## config.mk

```make
export PLATFORM = sky130hd
export DESIGN_NAME = mux8_3to1_arb
export DESIGN_NICKNAME = d
export VERILOG_FILES = /design/src/rtl/mux8_3to1_arb.sv
export SDC_FILE = /design/constraint.sdc
export NUM_CORES = 1
export LEC_CHECK = 0
export CAP_MARGIN = 20
export CORE_MARGIN = 1.5
export CORE_UTILIZATION = 40
export DETAILED_ROUTE_END_ITERATION = 6
export HOLD_SLACK_MARGIN = 0.15
export PLACE_DENSITY = 0.94
export SLEW_MARGIN = 20
export SYNTH_ARGS = -nofsm -noshare
export SYNTH_HDL_FRONTEND = slang
export SYNTH_SLANG_ARGS = --single-unit
export TNS_END_PERCENT = 20
```

## constraint.sdc

```tcl
create_clock -name CLK -period 5 [get_ports CLK]
set_input_delay 1 -clock CLK [delete_from_list [all_inputs] [get_ports CLK]]
set_output_delay 1 -clock CLK [all_outputs]
set_load 0.02 [all_outputs]
```

## src/rtl/mux8_3to1_arb.sv

```systemverilog
// Three-source round-robin merge into a single registered output slot.
// The slot reloads in the same cycle it drains, so a continuous stream moves one word per cycle.
module mux8_3to1_arb #(
  parameter int WIDTH = 8
) (
  input  logic             CLK,
  input  logic             RST_N,
  input  logic [WIDTH-1:0] I1,
  input  logic [WIDTH-1:0] I2,
  input  logic [WIDTH-1:0] I3,
  input  logic             V1,
  input  logic             V2,
  input  logic             V3,
  output logic             A1,
  output logic             A2,
  output logic             A3,
  output logic [WIDTH-1:0] Q,
  output logic [1:0]       S,
  output logic             QV,
  input  logic             QR,
  output logic             dbg_full,
  output logic [1:0]       dbg_last
);

  // Handshake: a source raises Vn and holds In until An pulses; An is a
  // combinational one-cycle accept and In is captured on that same edge.
  // Downstream takes Q/S on any edge where QV and QR are both high.

  typedef enum logic {EMPTY = 1'b0, FULL = 1'b1} state_t;

  localparam logic [1:0] CODE_NONE = 2'b00;
  localparam logic [1:0] CODE_CH1  = 2'b01;
  localparam logic [1:0] CODE_CH2  = 2'b10;
  localparam logic [1:0] CODE_CH3  = 2'b11;

  state_t           state_q;
  state_t           state_d;
  logic [1:0]       last_q;
  logic [1:0]       s_q;
  logic [WIDTH-1:0] q_q;
  logic [1:0]       grant;
  logic [WIDTH-1:0] grant_data;
  logic             ld;
  logic             take;

  assign ld   = (state_q == EMPTY) || QR;
  assign take = ld && RST_N && (grant != CODE_NONE);

  // Search starts at the channel after the last one served; 00 behaves like ch3.
  always_comb begin
    grant = CODE_NONE;
    case (last_q)
      CODE_CH1: begin
        if (V2)      grant = CODE_CH2;
        else if (V3) grant = CODE_CH3;
        else if (V1) grant = CODE_CH1;
      end
      CODE_CH2: begin
        if (V3)      grant = CODE_CH3;
        else if (V1) grant = CODE_CH1;
        else if (V2) grant = CODE_CH2;
      end
      default: begin
        if (V1)      grant = CODE_CH1;
        else if (V2) grant = CODE_CH2;
        else if (V3) grant = CODE_CH3;
      end
    endcase
  end

  always_comb begin
    grant_data = I1;
    case (grant)
      CODE_CH2: grant_data = I2;
      CODE_CH3: grant_data = I3;
      default:  grant_data = I1;
    endcase
  end

  always_ff @(posedge CLK) begin
    if (!RST_N) begin
      state_q <= EMPTY;
    end else begin
      state_q <= state_d;
    end
  end

  always_comb begin
    state_d = state_q;
    if (ld) begin
      state_d = take ? FULL : EMPTY;
    end
  end

  always_comb begin
    A1       = take && (grant == CODE_CH1);
    A2       = take && (grant == CODE_CH2);
    A3       = take && (grant == CODE_CH3);
    QV       = (state_q == FULL);
    dbg_full = (state_q == FULL);
  end

  // Q keeps its last word when the slot empties; only S is cleared.
  always_ff @(posedge CLK) begin
    if (!RST_N) begin
      q_q    <= '0;
      s_q    <= CODE_NONE;
      last_q <= CODE_NONE;
    end else if (ld) begin
      if (take) begin
        q_q    <= grant_data;
        s_q    <= grant;
        last_q <= grant;
      end else begin
        s_q <= CODE_NONE;
      end
    end
  end

  assign Q        = q_q;
  assign S        = s_q;
  assign dbg_last = last_q;

endmodule

```

# ---- Word-level counts from Yosys, hierarchy flattened
# Cells that the tools add are included.
dict set report totals {
  reg_bits 13
  output_inout_bits 17
  wordCells 31
}
dict set report classes {
  eq_ne 5
  mux 13
  n_bitwise 1
  n_reduce_logical 8
}
# cell n
set ops {}
lappend ops {{$mux 2} 9}
lappend ops {{$pmux 8 s2} 1}
lappend ops {{$eq 2x2->1 const B} 3}
lappend ops {{$logic_and 1x1->1} 5}
lappend ops {{$eq 2x1->1 const B} 2}
lappend ops {{$pmux 2 s2} 1}
lappend ops {{$mux 1} 2}
lappend ops {{$reduce_and 2->1} 1}
lappend ops {{$reduce_bool 2->1} 1}
lappend ops {{$logic_or 1x1->1} 1}
lappend ops {{$not 1->1} 1}

# ---- Logic depth before layout (Yosys ltp)
dict set report depth {
  ltp_word 7
  ltp_mapped 7
}

# ---- Worst setup path after synthesis
# No wires, ideal clock.
dict set report synth_timing {
  path_type {input to output}
  startpoint {input port QR}
  endpoint {output port A1}
  arrival_ns 2.014
  t_required_ns 4.000
  path_slack_ns 1.986
  stages 5
  path_buffers 2
  path_cell_list {nand2b_1 -> buf_2 -> nand2_1 -> clkbuf_1 -> nor3_1}
}
dict set report synth_between {
  elab_chain_cells 4
}
# element line
set synth_lines {}
lappend synth_lines {{start, declared} 20} ;# input logic QR,
lappend synth_lines {{$logic_or 1x1->1} 46} ;# assign ld = (state_q == EMPTY) || QR;
lappend synth_lines {{$logic_and 1x1->1 (2 in a row)} 47} ;# assign take = ld && RST_N && (grant != CODE_NONE);
lappend synth_lines {{$logic_and 1x1->1} 96} ;# A1 = take && (grant == CODE_CH1);
lappend synth_lines {{end, declared} 14} ;# output logic A1,
# Every way passes these cells.

# ---- Worst setup path in the final report
dict set report layout_timing {
  startpoint {input port V3}
  endpoint {output port A2}
}
dict set report layout_between {
  elab_chain_cells 7
}
# element line
set layout_lines {}
lappend layout_lines {{start, declared} 13} ;# input logic V3,
lappend layout_lines {{$mux 2} 66} ;# else if (V3) grant = CODE_CH3;
lappend layout_lines {{$mux 2} 65} ;# else if (V2) grant = CODE_CH2;
lappend layout_lines {{$mux 2} 64} ;# if (V1) grant = CODE_CH1;
lappend layout_lines {{$pmux 2 s2 *} 52} ;# case (last_q)
lappend layout_lines {{$reduce_bool 2->1} 47}
lappend layout_lines {{$logic_and 1x1->1} 47}
lappend layout_lines {{$logic_and 1x1->1 *} 97} ;# A2 = take && (grant == CODE_CH2);
lappend layout_lines {{end, declared} 15} ;# output logic A2,
# Mark *: on every way between the ends. The rest lies on a longest branch, timed or not.

==> results.md <==
* Leak Pwr at 0.0004983 µW
* Register area share after synthesis at 32.05%
* Reg-to-Reg Start: dbg_last[0]
* Final hold violation count at 0
* Yosys cell types at 25
* Clk_skew at 0.007001 ns
* First-pass GRT wire length at 3381 µm
* CTS root buf: clkbuf_4
* H-tree depth at 1
* Status: completed
* Req. time, crit path at 4.00 ns
* Power Density at 618.8 nW/µm²
* Num CTS Buffers at 3
* Post-cts sizing count at 0
* Clock transition at path regs at 0.09 ns
* Die Y at 48.06 µm
* Yosys Warn Count at 0
* Worst-margin pin slew at around 0.64 ns
* DR WL/cell at 14.55 µm
* Initial antenna violation count at 0
* IO buf count at 46
* Vias in the first global route at 847
* Number of nets in the layout at 159
* Reg2reg end: dbg_last[0]
* Top cell by count, worst path: clkdlybuf4s50_1
* CP delay by family, top: buffers and inverters
* Count of final setup violators at 0
* CP max FO at 14
* Post-DP HPWL at around 1700 µm
* Worst path depth at 6
* Tot GR Track Use at 21.13%
* Reg2reg path depth at 6
* Max Slew Vio Count at 0
* Number of vias per cell at 5.340
* GRT Residual Overflow at 0
* RD Place Congestion at approximately 0.67
* Post-CTS Setup Inserts at 0
* Relative slew slack at 57.17%
* RSZ-0062 raised after global routing: no
* # diodes at 0
* Max Cap Viol at 0
* Hold path startpoint: Q[3]
* Max clock buf depth at 2
* Mean Syn Cell Area at 9.903 µm²
* Remaining antenna violation count at 0
* CTS Hold Bufs at 0
* CP bufs+invs at 2
* CP Data Arrival Time at 3.10 ns
* CTS sink count at 13
* Final Cycle Share at 81.99%
* Share of layout cells above drive strength 1 at 14.29%
* Mapped Area at 812.0 µm²
* Vias at 817
* #FFs+latches synth at 13
* Die area at 2309 µm²
* Cells after Synth at between 80 and 90
* Layout Utilization at 66.95%
* TNS Setup at 0 ns
* Net count after synthesis at 114
* Largest net degree at the start of global routing at 21
* Min cycle time layout at 4.099 ns
* P&R area growth vs syn at 60.09%
* R2r setup slk at between 2 and 3 ns
* Initial core utilization at a little over two fifths
* Skew-Pair Late Insertion Delay at 0.29 ns
* DRC at 0
* Hold Path Stages at 2
* Hold/Removal Path Class: register to register
* CTS tree: built
* CP max-delay cell: clkdlybuf4s50_1
* Core Footprint at 1942 µm²
* Post-Route WL at 2226 µm
* CP max stage delay at between 0.6 and 0.7 ns
* DRT iter0 DRCs at 16
* Maximum VDD drop at 0.3948 mV
* Rows at 16
* CP Class: input pin to primary output
* Drt first pass iters at 4
* Crit start category: input pin
* # fillers at 153
* Top-Level Pins at 47
* F_max at 0.2439 GHz
* Die W at 48.06 µm
* CP cell instances: clkdlybuf4s50_1, o21bai_1, a21oi_2, nand3_1, nor2_1, clkdlybuf4s50_1
* Hold Path End: Q[3]
* Critical Path End Type: primary output
## cell families after synthesis
kind of cell / Yosys count / synth area share, %
simple gates: 29 / 17.72
flops: 13 / 32.05
buf+inv: 10 / 6.933
mux: 10 / 12.33
compound gates: 18 / 27.89
fa+ha+maj: 2 / 3.081
## stage by stage
stage          total power, µW  cells  cell area, µm²  worst slack (ns)  hold WS, ns
2_1_floorplan            566.6     82           812.0             1.986       0.5475
3_3_place_gp             720.1    149            1272            0.9616       0.4554
3_5_place_dp             736.8    149            1272            0.9019       0.4668
4_1_cts                  808.4    153            1300            0.9145       0.4843
5_1_grt                  861.5    153            1300            0.7848       0.5055
6_report                 804.4    153            1300            0.9007       0.4854
## state kept, by name, summed over array words and instances, names as in the netlist
register,cells
dbg_last,2
S,2
Q,8
QV,1
## metal layers
| metal | up-vias | routed length, µm | part of all wire, % | GRT usage, % |
|---|---|---|---|---|
| li1 | 401 | - | - | - |
| met1 | 386 | 861 | 39 | 22.45 |
| met2 | 30 | 1211 | 54 | 38.93 |
| met3 | 0 | 153 | 6.9 | 5.283 |
| met4 | 0 | 0 | 0 | 9.189 |
| met5 | - | 0 | 0 | 0 |
## worst max-delay path by stage
stage	slack, ns	start	to
2_1_floorplan	1.99	QR	A1
3_3_place_gp	0.96	V3	A3
3_5_place_dp	0.90	V3	A2
4_1_cts	0.91	V3	A2
5_1_grt	0.78	V3	A2
6_report	0.90	V3	A2
## cell type report
class	count	area, µm²	share of cell area (%)
Timing Repair Buffer	48	475.5	36.57
Multi-Input combinational cell	59	495.5	38.11
Inverter	2	7.507	0.5775
Tap cell	27	33.78	2.599
Clock buffer	3	22.52	1.732
Clock inverter	1	5.005	0.3850
Sequential cell	13	260.3	20.02
## cells in the mapped netlist, drive strengths merged
cell type	number	area, µm²
o22ai	1	6.260
o32a	1	10.01
nor3	1	5.000
nor4	8	50.05
dfxtp	13	260.3
inv	2	7.510
nor2b	3	18.77
nand3	1	5.000
a21boi	2	15.01
o21bai	2	26.28
and3	1	6.260
clkbuf	2	7.510
o211ai	1	7.510
nand2	11	41.29
o32ai	2	32.53
buf	6	41.28
a21oi	1	8.760
mux2i	10	100.1
ha	2	25.02
nor2	3	11.26
nand2b	1	6.260
a221oi	8	120.1
## where the power goes
| group | total, µW | switching [µW] | internal, µW |
|---|---|---|---|
| Combinational | 550 | 294 | 255 |
| Sequential | 186 | 30.7 | 155 |
| Clock | 69.4 | 39.6 | 29.8 |
| Total | 804 | 364 | 440 |
## worst register-to-register path, cell delays in order, from the launching register on
cell	delay, ns
dfxtp_1	0.40
inv_1	0.06
ha_1	0.38
o21bai_1	0.21
a21oi_2	0.52
and3_1	0.57
o22ai_1	0.15
## cells in the final DEF, fill, tap and decap left out, types with 2 or more instances in the layout
master	count
ha_1	2
nand2_1	11
dfxtp_1	13
nor4_1	8
o32ai_2	2
nor2_1	3
a21boi_1	2
mux2i_1	10
buf_4	2
a221oi_2	8
clkdlybuf4s50_1	46
clkbuf_4	3
nor2b_1	3
inv_1	2
(Power assumes the default switching activity.)
